<file path="config.mk">
export PLATFORM = sky130hd
export DESIGN_NAME = axis_to_dcmac_seg
export DESIGN_NICKNAME = d
export VERILOG_FILES = /design/src/rtl/axis_to_dcmac_seg.sv
export SDC_FILE = /design/constraint.sdc
export NUM_CORES = 1
export LEC_CHECK = 0
export ABC_AREA = 1
export CAP_MARGIN = 30
export CELL_PAD_IN_SITES_DETAIL_PLACEMENT = 0
export CELL_PAD_IN_SITES_GLOBAL_PLACEMENT = 2
export CORE_UTILIZATION = 35
export DETAILED_ROUTE_END_ITERATION = 10
export DONT_BUFFER_PORTS = 1
export PLACE_DENSITY = 0.75
export SKIP_LAST_GASP = 1
export SLEW_MARGIN = 10
export SYNTH_ARGS = -nofsm -noshare
export SYNTH_HDL_FRONTEND = slang
export SYNTH_SLANG_ARGS = --single-unit
</file>
<file path="constraint.sdc">
create_clock -name clk -period 8.6 [get_ports clk]
set_clock_uncertainty 0.05 [all_clocks]
set_input_delay 0 -clock clk [delete_from_list [all_inputs] [get_ports clk]]
set_output_delay 0 -clock clk [all_outputs]
set_load 0.1 [all_outputs]
</file>
<file path="src/rtl/axis_to_dcmac_seg.sv">
// rtl/axis_to_dcmac_seg.sv - AXI-Stream to DCMAC segmented TX converter with skid buffer and stats
//
// Purpose:
//   Splits each DW-bit AXI-Stream beat into NSEG segments of SW bits and derives the
//   per-segment ena/sop/eop/mty/err sideband expected by the DCMAC TX port. Beats pass
//   through a 2-entry skid buffer. Malformed tkeep patterns are flagged, and upstream or
//   tkeep errors are folded into the err bit of the packet's eop segment. Packets
//   handed to the MAC are counted.
//
// Ports:
//   clk, reset                  clock, synchronous active-high reset
//   axis_in_*                   upstream AXI-Stream slave (tdata/tkeep/tlast/tuser/tvalid/tready)
//   tx_axis_tdata               segment i = [i*SW +: SW]
//   tx_axis_tuser_ena/sop/eop/err  one bit per segment
//   tx_axis_tuser_mty           segment i = [i*MTYW +: MTYW], count of empty bytes
//   tx_axis_tvalid/tready       handshake towards DCMAC
//   clear_stats                 synchronous clear of pkt_count and keep_error
//   pkt_count                   eop beats accepted by DCMAC, wraps
//   keep_error                  sticky malformed-tkeep flag

module axis_to_dcmac_seg #(
  parameter  int NSEG = 2,
  parameter  int SW   = 128,
  localparam int DW   = NSEG * SW,
  localparam int MTYW = $clog2(SW / 8)
) (
  input  logic                   clk,
  input  logic                   reset,
  input  logic [DW-1:0]          axis_in_tdata,
  input  logic [DW/8-1:0]        axis_in_tkeep,
  input  logic                   axis_in_tlast,
  input  logic                   axis_in_tuser,
  input  logic                   axis_in_tvalid,
  output logic                   axis_in_tready,
  output logic [NSEG*SW-1:0]     tx_axis_tdata,
  output logic [NSEG-1:0]        tx_axis_tuser_ena,
  output logic [NSEG-1:0]        tx_axis_tuser_sop,
  output logic [NSEG-1:0]        tx_axis_tuser_eop,
  output logic [NSEG-1:0]        tx_axis_tuser_err,
  output logic [NSEG*MTYW-1:0]   tx_axis_tuser_mty,
  output logic                   tx_axis_tvalid,
  input  logic                   tx_axis_tready,
  input  logic                   clear_stats,
  output logic [31:0]            pkt_count,
  output logic                   keep_error
);

  localparam int KW = SW / 8;  // bytes per segment
  localparam int BW = DW / 8;  // bytes per beat

  // Skid buffer storage: two entries, ping-pong read/write pointers
  logic [1:0]            r_count;
  logic                  r_wr;
  logic                  r_rd;
  logic [DW-1:0]         r_data [2];
  logic [NSEG-1:0]       r_ena  [2];
  logic [NSEG-1:0]       r_sop  [2];
  logic [NSEG-1:0]       r_eop  [2];
  logic [NSEG-1:0]       r_err  [2];
  logic [NSEG*MTYW-1:0]  r_mty  [2];

  // Packet tracking and statistics
  logic                  r_in_pkt;
  logic                  r_pkt_bad;
  logic                  r_tuser;
  logic                  r_keep_error;
  logic [31:0]           r_pkt_count;

  logic                  w_accept;
  logic                  w_xfer;
  logic [BW-1:0]         w_keep_inc;
  logic                  w_contig;
  logic                  w_all_ones;
  logic                  w_none;
  logic                  w_malformed;
  logic                  w_err_bit;
  logic [NSEG-1:0]       w_present;
  logic [NSEG-1:0]       w_eop_sel;
  logic [MTYW-1:0]       w_zero_cnt [NSEG];
  logic [NSEG-1:0]       w_ena;
  logic [NSEG-1:0]       w_sop;
  logic [NSEG-1:0]       w_eop;
  logic [NSEG-1:0]       w_err;
  logic [NSEG*MTYW-1:0]  w_mty;

  // Ready depends only on buffer occupancy, never on tx_axis_tready, so there is
  // no combinational path from the MAC back to the upstream source.
  assign axis_in_tready = !reset && (r_count != 2'd2);
  assign w_accept       = axis_in_tvalid && axis_in_tready;
  assign tx_axis_tvalid = (r_count != 2'd0);
  assign w_xfer         = tx_axis_tvalid && tx_axis_tready;

  // A keep vector is contiguous from byte 0 exactly when it has the form 2^n-1,
  // i.e. adding one clears every set bit.
  assign w_keep_inc  = axis_in_tkeep + {{(BW-1){1'b0}}, 1'b1};
  assign w_contig    = ((axis_in_tkeep & w_keep_inc) == '0);
  assign w_all_ones  = &axis_in_tkeep;
  assign w_none      = ~|axis_in_tkeep;
  assign w_malformed = axis_in_tlast ? (w_none || !w_contig) : !w_all_ones;
  assign w_err_bit   = axis_in_tuser | r_tuser | r_pkt_bad | w_malformed;

  always_comb begin
    w_present = '0;
    w_eop_sel = '0;
    for (int i = 0; i < NSEG; i++) begin
      w_present[i]  = |axis_in_tkeep[i*KW +: KW];
      w_zero_cnt[i] = '0;
      // Cannot overflow for a segment that has at least one byte present;
      // the all-empty case is overridden below.
      for (int b = 0; b < KW; b++) begin
        w_zero_cnt[i] = w_zero_cnt[i] + MTYW'(!axis_in_tkeep[i*KW + b]);
      end
      // Last assignment wins: eop lands on the highest present segment
      if (w_present[i]) begin
        w_eop_sel    = '0;
        w_eop_sel[i] = 1'b1;
      end
    end
    // An all-zero last beat still needs an eop to close the packet
    if (w_none) begin
      w_eop_sel[0] = 1'b1;
    end
  end

  always_comb begin
    w_ena    = '1;
    w_sop    = '0;
    w_sop[0] = !r_in_pkt;
    w_eop    = '0;
    w_err    = '0;
    w_mty    = '0;
    if (axis_in_tlast) begin
      w_ena = w_present;
      if (w_none) begin
        w_ena[0] = 1'b1;
      end
      w_eop = w_eop_sel;
      for (int i = 0; i < NSEG; i++) begin
        if (w_eop_sel[i]) begin
          w_err[i]              = w_err_bit;
          w_mty[i*MTYW +: MTYW] = w_none ? '1 : w_zero_cnt[i];
        end
      end
    end
  end

  always_ff @(posedge clk) begin
    if (reset) begin
      r_count      <= 2'd0;
      r_wr         <= 1'b0;
      r_rd         <= 1'b0;
      r_in_pkt     <= 1'b0;
      r_pkt_bad    <= 1'b0;
      r_tuser      <= 1'b0;
      r_keep_error <= 1'b0;
      r_pkt_count  <= 32'd0;
      for (int e = 0; e < 2; e++) begin
        r_data[e] <= '0;
        r_ena[e]  <= '0;
        r_sop[e]  <= '0;
        r_eop[e]  <= '0;
        r_err[e]  <= '0;
        r_mty[e]  <= '0;
      end
    end else begin
      if (w_accept) begin
        r_data[r_wr] <= axis_in_tdata;
        r_ena[r_wr]  <= w_ena;
        r_sop[r_wr]  <= w_sop;
        r_eop[r_wr]  <= w_eop;
        r_err[r_wr]  <= w_err;
        r_mty[r_wr]  <= w_mty;
        r_wr         <= ~r_wr;
        r_in_pkt     <= !axis_in_tlast;
        r_pkt_bad    <= axis_in_tlast ? 1'b0 : (r_pkt_bad | w_malformed);
        r_tuser      <= axis_in_tlast ? 1'b0 : (r_tuser | axis_in_tuser);
      end

      if (w_xfer) begin
        r_rd <= ~r_rd;
      end

      case ({w_accept, w_xfer})
        2'b10:   r_count <= r_count + 2'd1;
        2'b01:   r_count <= r_count - 2'd1;
        default: r_count <= r_count;
      endcase

      if (clear_stats) begin
        r_keep_error <= 1'b0;
      end else if (w_accept && w_malformed) begin
        r_keep_error <= 1'b1;
      end

      if (clear_stats) begin
        r_pkt_count <= 32'd0;
      end else if (w_xfer && (|r_eop[r_rd])) begin
        r_pkt_count <= r_pkt_count + 32'd1;
      end
    end
  end

  assign tx_axis_tdata     = r_data[r_rd];
  assign tx_axis_tuser_ena = r_ena[r_rd];
  assign tx_axis_tuser_sop = r_sop[r_rd];
  assign tx_axis_tuser_eop = r_eop[r_rd];
  assign tx_axis_tuser_err = r_err[r_rd];
  assign tx_axis_tuser_mty = r_mty[r_rd];
  assign pkt_count         = r_pkt_count;
  assign keep_error        = r_keep_error;

endmodule
</file>
# Word-level counts from Yosys, hierarchy flattened
# Memories as Yosys holds them, arrays and structs flattened. A register that Yosys moved wholly into a read port is not among the register bits.
# Cells that the tools add are included.
[word_totals] regBits=40 mem_bits_rw=542 inputBits=295 output_inout_bits=307 mem_count=6
[classes] n_addsub=34 n_eq_ne=3 muxes=53 bitwise=7 n_reduce_logical=59
[mem_list] memory="r_data" words=2 width=256 rd=1 rd_ports_with_merged_regs=1 write_ports=2 line="55" text="logic [DW-1:0] r_data [2];"
[mem_list] memory="r_mty" words=2 width=8 rd=1 rd_ports_with_merged_regs=1 write_ports=2 line="60" text="logic [NSEG*MTYW-1:0] r_mty [2];"
[mem_list] memory="r_ena" words=2 width=2 rd=1 rd_ports_with_merged_regs=1 write_ports=2 line="56" text="logic [NSEG-1:0] r_ena [2];"
[mem_list] memory="r_eop" words=2 width=2 rd=1 rd_ports_with_merged_regs=1 write_ports=2 line="58" text="logic [NSEG-1:0] r_eop [2];"
[mem_list] memory="r_err" words=2 width=2 rd=1 rd_ports_with_merged_regs=1 write_ports=2 line="59" text="logic [NSEG-1:0] r_err [2];"
[mem_list] memory="r_sop" words=2 width=1 rd=1 rd_ports_with_merged_regs=1 write_ports=2 line="57" text="logic [NSEG-1:0] r_sop [2];"
[ops] op="256-bit two-way mux" count=1
[ops] op="256-bit OR reduction" count=1
[ops] op="4-bit by 1-bit adder with 4-bit output" count=24
[ops] op="32-bit by 1-bit adder with 32-bit output, second input constant" count=2
[ops] op="1-bit logical NOT" count=38
[ops] op="1-bit two-way mux" count=38
[ops] op="32-bit bitwise AND" count=1
[ops] op="32-bit logical NOT" count=1
[ops] op="32-bit AND reduction" count=1
[ops] op="16-bit OR reduction" count=2
[ops] op="32-bit OR reduction" count=1
[ops] op="4-bit two-way mux" count=4
[ops] op="8-bit two-way mux" count=2
[ops] op="2-bit two-way mux" count=7
[ops] op="2-bit OR reduction" count=5
[ops] op="3-bit by 1-bit adder with 4-bit output" count=2
[ops] op="8-bit OR reduction" count=1
[ops] op="2-bit by 1-bit adder with 3-bit output" count=2
[ops] op="1-bit logical AND" count=5
[ops] op="1-bit by 1-bit adder with 2-bit output" count=2
[ops] op="1-bit OR" count=4
[ops] op="2-bit one-hot mux with 2 select lines" count=1
[ops] op="2-bit nonzero test" count=2
[ops] op="2-bit by 1-bit adder with 2-bit output, second input constant" count=1
[ops] op="other kinds (7)" count=8

# Depth between registers and ports, before layout
# Gate-level depths: netlist of run 1.
[logic_depth] ltp_word=20 depth_mapped=16 ltp_nobuf=16

# Least setup slack after synthesis of run 1
# OpenSTA, ideal clock, no wires.
[synth_timing] path_kind="reg2reg" from="reg r_count[0]" to="mem r_data[0][0] (netlist bit), enable pin" setup_ps=644 arrival_ps=8757 required_time_ps=7906 slack_ps=-851 path_stages_with_launch=9 n_path_buf=2 period_less_slack_ps=9451 path_cell_list="dfxtp_1 inv_1 a21oi_1 nand2_1 nor2_1 inv_2 buf_2 buf_1 nand2_1"
[synth_rtl] item="start: declaration" line="52" text="logic [1:0] r_count;"
[synth_rtl] item="start signal: assignment" line="184" text="2'b10: r_count <= r_count + 2'd1;"
[synth_rtl] item="start signal: assignment" line="185" text="2'b01: r_count <= r_count - 2'd1;"
[synth_rtl] item="start signal: assignment" line="186" text="default: r_count <= r_count;"
[synth_rtl] item="end: declaration" line="55"

# Worst setup path in the final report of run 1
[layout_timing] from="in axis_in_tkeep[18]" to="reg r_keep_error, in the netlist keep_error"
[layout_via] elab_chain_cells=7 elab_cells_between_ends=11 cone_classes="add/sub (1); mux (1); bitwise (1); reduce/logical (8)"
[layout_rtl] item="start: declaration" line="30" text="input logic [DW/8-1:0] axis_in_tkeep,"
[layout_rtl] item="32-bit by 1-bit adder with 32-bit output" line="95" text="assign w_keep_inc = axis_in_tkeep + {{(BW-1){1'b0}}, 1'b1};"
[layout_rtl] item="32-bit bitwise AND" line="96" text="assign w_contig = ((axis_in_tkeep & w_keep_inc) == '0);"
[layout_rtl] item="32-bit logical NOT" line="96"
[layout_rtl] item="1-bit logical NOT" line="99" text="assign w_malformed = axis_in_tlast ? (w_none || !w_contig) : !w_all_ones;"
[layout_rtl] item="1-bit logical OR" line="99"
[layout_rtl] item="1-bit two-way mux (*)" line="99"
[layout_rtl] item="1-bit logical AND (*)" line="191" text="end else if (w_accept && w_malformed) begin"
[layout_rtl] item="end signal: assignment" line="155" text="r_keep_error <= 1'b0;"
[layout_rtl] item="end signal: assignment" line="190" text="r_keep_error <= 1'b0;"
[layout_rtl] item="end signal: assignment" line="192" text="r_keep_error <= 1'b1;"
[layout_rtl] item="end: declaration" line="66" text="logic r_keep_error;"
# Every way passes the cells marked *; elsewhere a longest branch is shown, timed or not.
# A chain may end at the register's enable or synchronous reset.

==> results.py, run 1 <==
metrics = {
    "power_and_ir_drop": {
        "p_seq_share_pct": 38.9,
        "p_leak_nw": 15.11,
        "p_per_area_nw_per_um2": 258.0,
        "fin_total_pwr_mw": 8.705,
        "switching_power_mw": 3.497,
        "combPwrFrac_pct": 30.2,
        "ir_drop_v": 0.0001909,
        "clkPwrFrac_pct": 30.9,
        "p_sw_share_pct": 40.17,
        "p_int_mw": 5.208,
    },
    "clocking": {
        "insertion_delay_ns": 0.59,
        "ctsResizeCount": 0,
        "numCtsBuffers": 66,
        "cts-root-buf": "clkbuf_16",
        "post_cts_buffers": 0,
        "cts_max_path_buffers": 3,
        "cts_sinks": 583,
        "cts_tree": "done",
        "htreeDepth": 3,
        "clk_transition_reported_paths_ns": 0.06,
    },
    "critical_path": {
        "critPathArrivalTime_ns": 4.58,
        "cp-start-kind": "input port",
        "worst-path-buf-inv": 7,
        "crit_path_top_delay_cell": "dlygate4sd3_1",
        "critPathKind": "in -> reg",
        "cpMostUsedCell": "dlygate4sd3_1",
        "required_ns": 9.06,
        "worstPathCellList": "dlygate4sd3_1, inv_1, nand4_1, dlygate4sd3_1, nor2_1, dlygate4sd3_1, nand2_1, nor2_1, nor2_1, nand3_1, dlygate4sd3_1, nor2_1, dlygate4sd3_1, nand2_1, dlygate4sd3_1, nand3_1, a21oi_1",
        "max_stage_delay_ns": 0.60,
        "crit_family": "buffers and inverters",
        "cp-end-kind": "flop",
        "crit_path_max_fanout": 4,
    },
    "drt": {
        "via_count": 19630,
        "viasPerCell": 4.656,
        "drc": 0,
        "routed_wl_um": 76350,
        "dr.pass1.iters": 5,
        "antenna_left": 0,
        "first_iter_violations": 1217,
        "wl_per_cell_um": 18.11,
    },
    "cells_and_area": {
        "drive_gt1_share_pct": 5.430,
        "finish.instance_area_um2": 33730,
        "multi_input_area_um2": 7594,
        "n_fill_cell": 7141,
        "area_growth_syn_to_layout_pct": 26.97,
        "nets": 3525,
        "ff_latch_area_um2": 17100,
    },
    "timing": {
        "max_slew_margin_pct": 31.01,
        "period_needed_ns": 4.116,
        "fmax_mhz": 243.0,
        "slew_viol_final": 0,
        "hold_viol": 0,
        "worst_pin_slew_ns": 1.032,
        "min_period_over_period_pct": 47.86,
        "rsz0062_at_grt": "false",
        "timing.final.ws_setup_ns": 4.484,
        "setup_tns_ns": 0,
        "whs_ns": 0.07460,
        "finalSetupViolCount": 0,
    },
    "synthesis": {
        "synth.distinct_cells": 37,
        "yosysMostFrequentCell": "nand2_1",
        "avgSynthCellArea_um2": 9.280,
        "synth_commonest_cells": "nand2_1, nor2_1, edfxtp_1, inv_1, clkbuf_1",
        "synth_top_flop_cell": "edfxtp_1",
        "ys_warn_count": 0,
        "ys_seq_elements": 583,
        "synth-edff-count": 542,
        "synth_top_area_cell": "edfxtp_1",
        "synth_area_leaders": "edfxtp_1, nand2_1, nor2_1",
        "syn-cell-area_um2": 26570,
        "yosysSeqAreaShare_pct": 64.35,
        "syn-instance-count": 2863,
        "synth_fp_nets": 3195,
        "synth_top_area_share_pct": 61.26,
        "synth-async-reset-ratio_pct": 0,
    },
    "placed_design": {
        "place_congestion": 0.8303,
        "hpwl_um": 50110,
        "dp_slack_ns": 4.571,
        "portBuffers": 0,
        "place_area_um2": 28630,
    },
    "floorplanning": {
        "dieArea_um2": 77010,
        "die_w_um": 277.5,
        "die_h_um": 277.5,
        "ioPinCount": 602,
        "core.rowCount": 100,
        "fp.coreArea_um2": 74820,
        "start_util_pct": 35.51,
    },
    "global_routing": {
        "first_global_vias": 19230,
        "grt_use_total_pct": 19.35,
        "antenna_found_initial": 11,
        "gr-total-overflow": 0,
        "grt_max_degree": 139,
        "grt_pass1_wl_um": 114700,
    },
    "status": {
        "outcome": "finished clean",
    },
    "hold_path": {
        "hp-class": "in -> reg",
    },
    "flow_run": {
        "cap_violations": 0,
    },
}
[power by group through the flow]
stage                     clock, mW  combinational, mW  sequential, mW
after CTS                      2.76               2.65            3.39
final                          2.69               2.63            3.38
after detailed placement          0               2.52            3.44
after global routing           2.86               2.76            3.40
after floorplan                   0               2.16            3.45
after global placement            0               2.46            3.44
[layout make-up]
cell class	count	share of cell area, %
sequential	583	50.69
multi-input combinational	1786	22.51
timing repair buffer	380	12.80
clock buffer	83	5.211
inverter	376	4.258
tap	969	3.594
clock inverter	33	0.8865
antenna	7	0.05193
[sequential cells by signal, indices dropped and copies added, names as in the netlist, named ones only]
name,flops
r_err,4
r_mty,16
r_tuser,1
r_count,2
r_data,512
r_eop,4
r_ena,4
r_sop,2
keep_error,1
r_in_pkt,1
r_pkt_bad,1
pkt_count,32
r_wr,1
r_rd,1
[worst register-to-register path: stages (launching register included)]
cell	delay [ns]
dfxtp_4	0.64
buf_4	0.73
inv_8	0.40
o21ai_2	0.23
buf_4	0.32
nor2_2	0.14
nor2_8	0.21
nand3_1	0.10
nand2_1	0.06
dlygate4sd3_1	0.54
a21oi_1	0.04
dlygate4sd3_1	0.54
[layer usage]
| metal | global-route usage (%) | share of wire, % |
|---|---|---|
| met1 | 23.73 | 41 |
| met2 | 32.41 | 48 |
| met3 | 5.660 | 7.5 |
| met4 | 6.638 | 3.2 |
| met5 | 0 | 0.067 |
[timing repair]
item / CTS / global route
setup endpoints to repair: 0 / 0
endpoints found under the hold margin: 559 / 0
hold buffers: 294 / 0
[stage by stage]
step / cells / util, %
after floorplan: 2863 / -
after global placement: 3734 / 36.78
after detailed placement: 3796 / 38.26
after CTS: 4206 / 44.95
after global routing: 4215 / 45.08
final: 4217 / 45.09
[cell families (layout without fill, tap and decap cells)]
kind of cell	count (synthesis)	after routing	share of synthesized area, %
simple gates	1672	1672	24.41
fa+ha+maj	37	37	2.308
xor+xnor	14	14	0.4615
compound gates	62	62	1.253
buf+inv	494	872	7.205
other cells	1	8	0.01411
flops	583	583	64.35
[path summary, 6_finish.rpt]
path,slack [ns],startpoint,cells past startpoint,end
worst max register to register,4.49,flop,11,pkt_count[2]
worst min-delay path,0.07,axis_in_tkeep[21],6,r_eop[1][1]
worst max-delay path,4.48,axis_in_tkeep[18],17,keep_error
worst min register to register,0.43,r_rd,1,r_rd
[placed cells by master, fill, tap and decap left out, drive strengths merged]
| cell | n |
|---|---|
| bufinv | 2 |
| o21a | 4 |
| a31oi | 4 |
| nor4 | 3 |
| ha | 17 |
| clkinv | 29 |
| clkinvlp | 1 |
| a41oi | 1 |
| nand2 | 968 |
| nor3b | 3 |
| xor2 | 14 |
| nor2 | 642 |
| nor4b | 1 |
| and3 | 1 |
| inv | 377 |
| a21oi | 30 |
| clkbuf | 84 |
| buf | 85 |
| fa | 20 |
| conb | 1 |
| nor3 | 16 |
| edfxtp | 542 |
| nand3 | 25 |
| dlygate4sd3 | 294 |
| and2 | 2 |
| o21ai | 23 |
| dfxtp | 41 |
| nand4 | 11 |
| diode | 7 |
Power figures use the tool's default switching activity.
==> inputs of run 2 (changes only) <==
--- a/config.mk
+++ b/config.mk
@@ -5,14 +5,14 @@
 export SDC_FILE = /design/constraint.sdc
 export NUM_CORES = 1
 export LEC_CHECK = 0
-export ABC_AREA = 1
+export ABC_AREA = 0
 export CAP_MARGIN = 30
 export CELL_PAD_IN_SITES_DETAIL_PLACEMENT = 0
 export CELL_PAD_IN_SITES_GLOBAL_PLACEMENT = 2
 export CORE_UTILIZATION = 35
 export DETAILED_ROUTE_END_ITERATION = 10
 export DONT_BUFFER_PORTS = 1
-export PLACE_DENSITY = 0.75
+export PLACE_DENSITY = 0.71
 export SKIP_LAST_GASP = 1
 export SLEW_MARGIN = 10
 export SYNTH_ARGS = -nofsm -noshare
==> constraint.sdc (replaced) <==
create_clock -name clk -period 3.4 [get_ports clk]
set_clock_uncertainty 0.05 [all_clocks]
set_input_delay 0 -clock clk [delete_from_list [all_inputs] [get_ports clk]]
set_output_delay 0 -clock clk [all_outputs]
set_load 0.1 [all_outputs]
==> run 2 against run 1 <==
Worst setup slack worse by 4.4 ns; global-route usage down 2.0 points; sequential share of layout area grew 1.3 points; utilization shrank 0.84 points; final cell count decreased by 24%; design area is 2.5% lower; flip-flop and latch count unchanged; critical path type unchanged; critical endpoint is now r_err[1][0]; largest cell class unchanged; largest power group is now combinational logic.
==> results.py, run 2 <==
metrics = {
    "status": {
        "outcome": "finished clean",
    },
    "cells_and_area": {
        "regMostFlops": "r_data",
        "ff_latch_area_um2": 17100,
        "layout_commonest_cell": "edfxtp_1",
        "finish.instance_area_um2": 32880,
        "nets": 2510,
        "drive_gt1_share_pct": 19.78,
        "fin_util_pct": 44.25,
        "n_fill_cell": 6669,
        "layout_common_cells": "edfxtp_1, and2_1, dlygate4sd3_1",
        "largest_reg_flops": 512,
        "stdcell_count": 3202,
        "multi_input_area_um2": 8613,
        "area_growth_syn_to_layout_pct": 25.13,
    },
    "floorplanning": {
        "die_h_um": 276.0,
        "die_w_um": 276.0,
        "start_util_pct": 35.36,
        "ioPinCount": 602,
        "core.rowCount": 100,
        "dieArea_um2": 76190,
        "fp.coreArea_um2": 74320,
    },
    "critical_path": {
        "critPathKind": "in -> reg",
        "required_ns": 3.81,
        "worst-path-buf-inv": 4,
        "crit_path_max_fanout": 6,
        "max_stage_delay_ns": 0.70,
        "cp-start-kind": "input port",
        "crit_path_top_delay_cell": "dlygate4sd3_1",
        "crit_family": "buffers and inverters",
        "cp-end-kind": "flop",
        "critPathArrivalTime_ns": 3.70,
        "cpMostUsedCell": "dlygate4sd3_1",
        "worstPathCellList": "dlygate4sd3_1, nor4_1, dlygate4sd3_1, nand4_1, dlygate4sd3_1, nor2_1, nand2_1, a31oi_1, dlygate4sd3_1",
    },
    "synthesis": {
        "synth_area_leaders": "edfxtp_1, and2_1, mux2_2",
        "avgSynthCellArea_um2": 14.17,
        "synth_compound_area_share_pct": 1.462,
        "synth_top_area_cell": "edfxtp_1",
        "synth_commonest_cells": "edfxtp_1, and2_1, mux2_2, clkbuf_1, nor2_1",
        "ys_seq_elements": 583,
        "synth-edff-count": 542,
        "ys_warn_count": 0,
        "synth-xor-area-share_pct": 1.033,
        "synth_mux_area_share_pct": 11.65,
        "yosysSeqAreaShare_pct": 65.05,
        "yosysMostFrequentCell": "edfxtp_1",
        "syn-cell-area_um2": 26280,
        "synth-async-reset-ratio_pct": 0,
        "synth_top_area_share_pct": 61.93,
        "synth_top_flop_cell": "edfxtp_1",
        "synth-simple-area-share_pct": 16.14,
        "synthAdderAreaFrac_pct": 2.333,
        "synth.distinct_cells": 51,
        "syn-instance-count": 1855,
        "synth_top_family_by_area": "simple AND/OR/NAND/NOR gates",
        "synth_fp_nets": 2187,
    },
    "power_and_ir_drop": {
        "ir_drop_v": 0.0006215,
        "combPwrFrac_pct": 40.4,
        "p_per_area_nw_per_um2": 806.9,
        "p_int_mw": 14.51,
        "p_seq_share_pct": 32.9,
        "switching_power_mw": 12.03,
        "p_leak_nw": 12.36,
        "p_sw_share_pct": 45.32,
        "clkPwrFrac_pct": 26.7,
        "fin_total_pwr_mw": 26.53,
    },
    "timing": {
        "fmax_mhz": 304.2,
        "setup_tns_ns": 0,
        "finalSetupViolCount": 0,
        "period_needed_ns": 3.287,
        "worst_pin_slew_ns": 1.201,
        "rsz0062_at_grt": "false",
        "hold_viol": 0,
        "min_period_over_period_pct": 96.69,
        "whs_ns": 0.04600,
        "slew_viol_final": 0,
        "timing.final.ws_setup_ns": 0.1126,
        "max_slew_margin_pct": 19.95,
    },
    "placed_design": {
        "place_area_um2": 27760,
        "portBuffers": 0,
        "place_congestion": 0.8276,
        "dp_cells": 2786,
        "dp_slack_ns": -0.01754,
        "hpwl_um": 43520,
    },
    "clocking": {
        "cts_tree": "done",
        "numCtsBuffers": 67,
        "cts_sinks": 583,
        "insertion_delay_ns": 0.62,
        "cts-root-buf": "clkbuf_16",
        "cts_max_path_buffers": 3,
        "htreeDepth": 3,
        "clk_transition_reported_paths_ns": 0.06,
    },
    "drt": {
        "via_count": 15420,
        "routed_wl_um": 67110,
        "drc": 0,
        "first_iter_violations": 780,
        "viasPerCell": 4.815,
        "wl_per_cell_um": 20.96,
        "dr.pass1.iters": 4,
        "antenna_left": 0,
    },
    "flow_run": {
        "cap_violations": 0,
    },
    "global_routing": {
        "use_met1_pct": 19.31,
        "top_usage_layer": "met2",
        "grt_pass1_wl_um": 101400,
        "grt_use_total_pct": 17.34,
        "first_global_vias": 16290,
        "antenna_found_initial": 9,
        "use_met2_pct": 30.39,
        "grt_max_degree": 259,
        "gr-total-overflow": 0,
        "grt_util_met3_pct": 6.532,
    },
    "hold_path": {
        "hp-class": "in -> reg",
    },
}
## run 2: cells by family (layout without fill, tap and decap cells)
group | Yosys count | count (layout)
DFF | 583 | 583
muxes | 272 | 272
and+or+nand+nor | 717 | 717
other | 1 | 4
AOI/OAI and AO/OA | 62 | 62
buffers and inverters | 152 | 527
xor gates and xnor gates | 31 | 31
adders and majority gates | 37 | 37
## run 2: layout make-up
class	instances	area share (%)
well taps	969	3.687
multi-input cells	1120	26.19
flip-flops and latches	583	52.01
clock inverters	42	1.434
clock buffers	79	5.236
inverters	56	0.6392
diodes	3	0.02283
repair buffers	350	10.78
## run 2: final timing paths
| kind | from | end | slack (ns) | depth (start not counted) |
|---|---|---|---|---|
| min reg2reg | r_in_pkt | r_in_pkt | 0.45 | 1 |
| max | axis_in_tkeep[27] | r_err[1][0] | 0.11 | 9 |
| max reg2reg | r_count[0] | r_err[1][1] | 0.56 | 7 |
| min | reset | r_data[0][229] | 0.05 | 1 |
## run 2: worst reg2reg max path, delay by kind of cell, from the launching register on
kind                   cells  cell delay, ns
and+or+nand+nor            2            0.65
AOI/OAI and AO/OA          2            0.37
DFF                        1            0.38
buffers and inverters      3            1.25
## run 2: what timing repair did
item,CTS,global route
resized for setup,0,1
hold buffers,290,2
endpoints found under the hold margin,565,1
setup endpoints to repair,0,1
buffers inserted,0,1
## run 2: layer usage
metal	part of all wire [%]	wire length, um	vias up
met3	7.9	5316	113
met4	2.9	1942	12
met2	51	34300	431
met5	0.11	77	-
met1	38	25480	7648
li1	-	-	7213
## run 2: power groups by stage
stage	clock, mW	combinational (mW)	sequential (mW)
6_report	7.09	10.7	8.72
5_1_grt	7.54	11.0	8.78
4_1_cts	7.29	10.8	8.72
3_5_place_dp	0	10.5	8.87
3_3_place_gp	0	10.4	8.84
2_1_floorplan	0	9.40	8.86
==> inputs of run 3 (changes only) <==
--- a/config.mk
+++ b/config.mk
@@ -10,9 +10,11 @@
 export CELL_PAD_IN_SITES_DETAIL_PLACEMENT = 0
 export CELL_PAD_IN_SITES_GLOBAL_PLACEMENT = 2
 export CORE_UTILIZATION = 35
+export CTS_CLUSTER_SIZE = 10
 export DETAILED_ROUTE_END_ITERATION = 10
 export DONT_BUFFER_PORTS = 1
-export PLACE_DENSITY = 0.71
+export GPL_TIMING_DRIVEN = 0
+export PLACE_DENSITY = 0.68
 export SKIP_LAST_GASP = 1
 export SLEW_MARGIN = 10
 export SYNTH_ARGS = -nofsm -noshare
==> constraint.sdc (replaced) <==
create_clock -name clk -period 4.1 [get_ports clk]
set_clock_uncertainty 0.05 [all_clocks]
set_input_delay 0 -clock clk [delete_from_list [all_inputs] [get_ports clk]]
set_output_delay 0 -clock clk [all_outputs]
set_load 0.1 [all_outputs]
==> run 3 against run 2 <==
Critical endpoint is now r_data[1][93]; critical path type is now reg -> reg; sequential power shrank 17%; total power shrank 17%; worst setup slack gained 0.21 ns; sequential share of layout area shrank 1.5 points; utilization grew 1.3 points.
==> results.py, run 3 (same netlist as run 2, synthesis figures left out) <==
metrics = {
    "status": {
        "outcome": "finished clean",
    },
    "power_and_ir_drop": {
        "p_per_area_nw_per_um2": 651.0,
        "clkPwrFrac_pct": 26.0,
        "switching_power_mw": 10.09,
        "p_sw_share_pct": 45.81,
        "p_int_mw": 11.94,
        "p_leak_nw": 12.67,
        "ir_drop_v": 0.0003836,
        "p_seq_share_pct": 32.8,
        "combPwrFrac_pct": 41.2,
    },
    "clocking": {
        "cts_tree": "done",
        "htreeDepth": 3,
        "post_cts_buffers": 0,
        "insertion_delay_ns": 0.61,
        "cts_max_path_buffers": 3,
        "cts_hold_buf": 293,
        "numCtsBuffers": 71,
        "ctsResizeCount": 0,
        "clk_transition_reported_paths_ns": 0.05,
        "cts-root-buf": "clkbuf_16",
        "cts_sinks": 583,
    },
    "global_routing": {
        "grt_max_degree": 55,
        "first_global_vias": 17050,
        "grt_use_total_pct": 19.04,
        "gr-total-overflow": 0,
        "grt_pass1_wl_um": 108600,
        "antenna_found_initial": 11,
    },
    "floorplanning": {
        "die_h_um": 276.0,
        "dieArea_um2": 76190,
        "ioPinCount": 602,
        "core.rowCount": 100,
        "die_w_um": 276.0,
        "fp.coreArea_um2": 74320,
        "start_util_pct": 35.36,
    },
    "placed_design": {
        "portBuffers": 0,
        "dp_cells": 2893,
        "place_area_um2": 28790,
        "place_congestion": 0.8216,
        "hpwl_um": 53250,
    },
    "critical_path": {
        "worst-path-buf-inv": 5,
        "critPathArrivalTime_ns": 4.00,
        "max_stage_delay_ns": 0.71,
        "cp-start-kind": "flop",
        "r2r_start": "r_count[0]",
        "cp-end-kind": "flop",
        "worstPathCellList": "inv_1, a21oi_4, and3_1, clkbuf_2, clkbuf_2, or2_4, buf_16, buf_16",
        "crit_start": "r_count[0]",
        "crit_path_max_fanout": 50,
        "crit_path_top_delay_cell": "or2_4",
        "required_ns": 4.33,
        "critPathKind": "reg -> reg",
        "crit_family": "buffers and inverters",
    },
    "cells_and_area": {
        "layout_commonest_cell": "edfxtp_1",
        "regMostFlops": "r_data",
        "stdcell_count": 3305,
        "nets": 2625,
        "n_fill_cell": 6671,
        "largest_reg_flops": 512,
        "area_growth_syn_to_layout_pct": 28.82,
        "layout_common_cells": "edfxtp_1, and2_1, dlygate4sd3_1",
        "finish.instance_area_um2": 33860,
        "drive_gt1_share_pct": 18.19,
    },
    "timing": {
        "hold_viol": 0,
        "slew_viol_final": 0,
        "rsz0062_at_grt": "false",
        "whs_ns": 0.06175,
        "fmax_mhz": 264.7,
        "max_slew_margin_pct": 30.79,
        "period_needed_ns": 3.778,
        "finalSetupViolCount": 0,
        "worst_pin_slew_ns": 1.037,
        "min_period_over_period_pct": 92.14,
    },
    "drt": {
        "dr.pass1.iters": 5,
        "drt-met1-wl_um": 27920,
        "drc": 0,
        "routed_wl_um": 73250,
        "route.met2.wl_um": 36760,
        "first_iter_violations": 750,
        "antenna_left": 0,
        "via_count": 15960,
        "wl_per_cell_um": 22.16,
        "maxUsedRoutingLayer": "met5",
        "viasPerCell": 4.830,
        "met3_wirelength_um": 6113,
    },
    "hold_path": {
        "hp-class": "in -> out",
        "holdCritStartpoint": "reset",
    },
    "flow_run": {
        "cap_violations": 0,
    },
}
run 3: changes by cell type in the layout (fill, tap and decap cells not counted), moves of 4 or more:
cell	delta
clkinv_1	-12
clkinv_2	-6
buf_1	+30
buf_12	-11
clkbuf_2	+4
buf_16	+39
clkbuf_1	+93
clkbuf_16	+5
buf_4	-42
bufinv_16	-5
run 3: cell type report:
cell class / count / area [um2] / share of cell area [%]
inverters: 56 / 210.2 / 0.6209
clock inverters: 14 / 178.9 / 0.5285
diodes: 5 / 12.51 / 0.03696
well taps: 969 / 1212 / 3.581
multi-input cells: 1120 / 8596 / 25.39
flip-flops and latches: 583 / 17100 / 50.50
repair buffers: 365 / 4240 / 12.52
clock buffers: 97 / 1906 / 5.629
plain buffers: 96 / 401.6 / 1.186
run 3: worst reg2reg max path, stage by stage (launching register included):
cell and delay, ns:
dfxtp_2 0.38, inv_1 0.09, a21oi_4 0.64, and3_1 0.26
clkbuf_2 0.26, clkbuf_2 0.32, or2_4 0.71, buf_16 0.35
buf_16 0.33
run 3: through the flow:
stage / TNS [ns] / utilization (%) / worst slack [ns] / power (mW)
floorplan: 0 / - / 0.02221 / 15.14
global placement: -787.25 / 37.03 / -1.750 / 16.17
finish: 0 / 45.55 / 0.3222 / 22.04
CTS: 0 / 45.48 / 0.06814 / 22.27
global route: 0 / 45.55 / 0.1423 / 22.75
detailed placement: 0 / 38.73 / 0.1088 / 16.21
run 3: metal layers:
metal,GRT usage [%],up-vias
met3,7.216,151
met4,7.134,8
met5,0,-
met1,21.09,7855
met2,33.07,501
li1,-,7447
run 3: final timing paths:
| path | slack, ns | cells after the start | endpoint |
|---|---|---|---|
| setup / recovery | 0.32 | 8 | r_data[1][93] |
| hold / removal | 0.06 | 1 | axis_in_tready |
| setup reg to reg | 0.32 | 8 | r_data[1][93] |
| hold reg to reg | 0.46 | 2 | flop |
run 3: power groups by stage:
stage | Sequential, mW | Clock (mW) | Combinational, mW
after floorplan | 7.35 | 0 | 7.79
after global placement | 7.39 | 0 | 8.78
after detailed placement | 7.35 | 0 | 8.85
after CTS | 7.23 | 5.87 | 9.17
after global routing | 7.28 | 6.09 | 9.37
final | 7.23 | 5.74 | 9.07
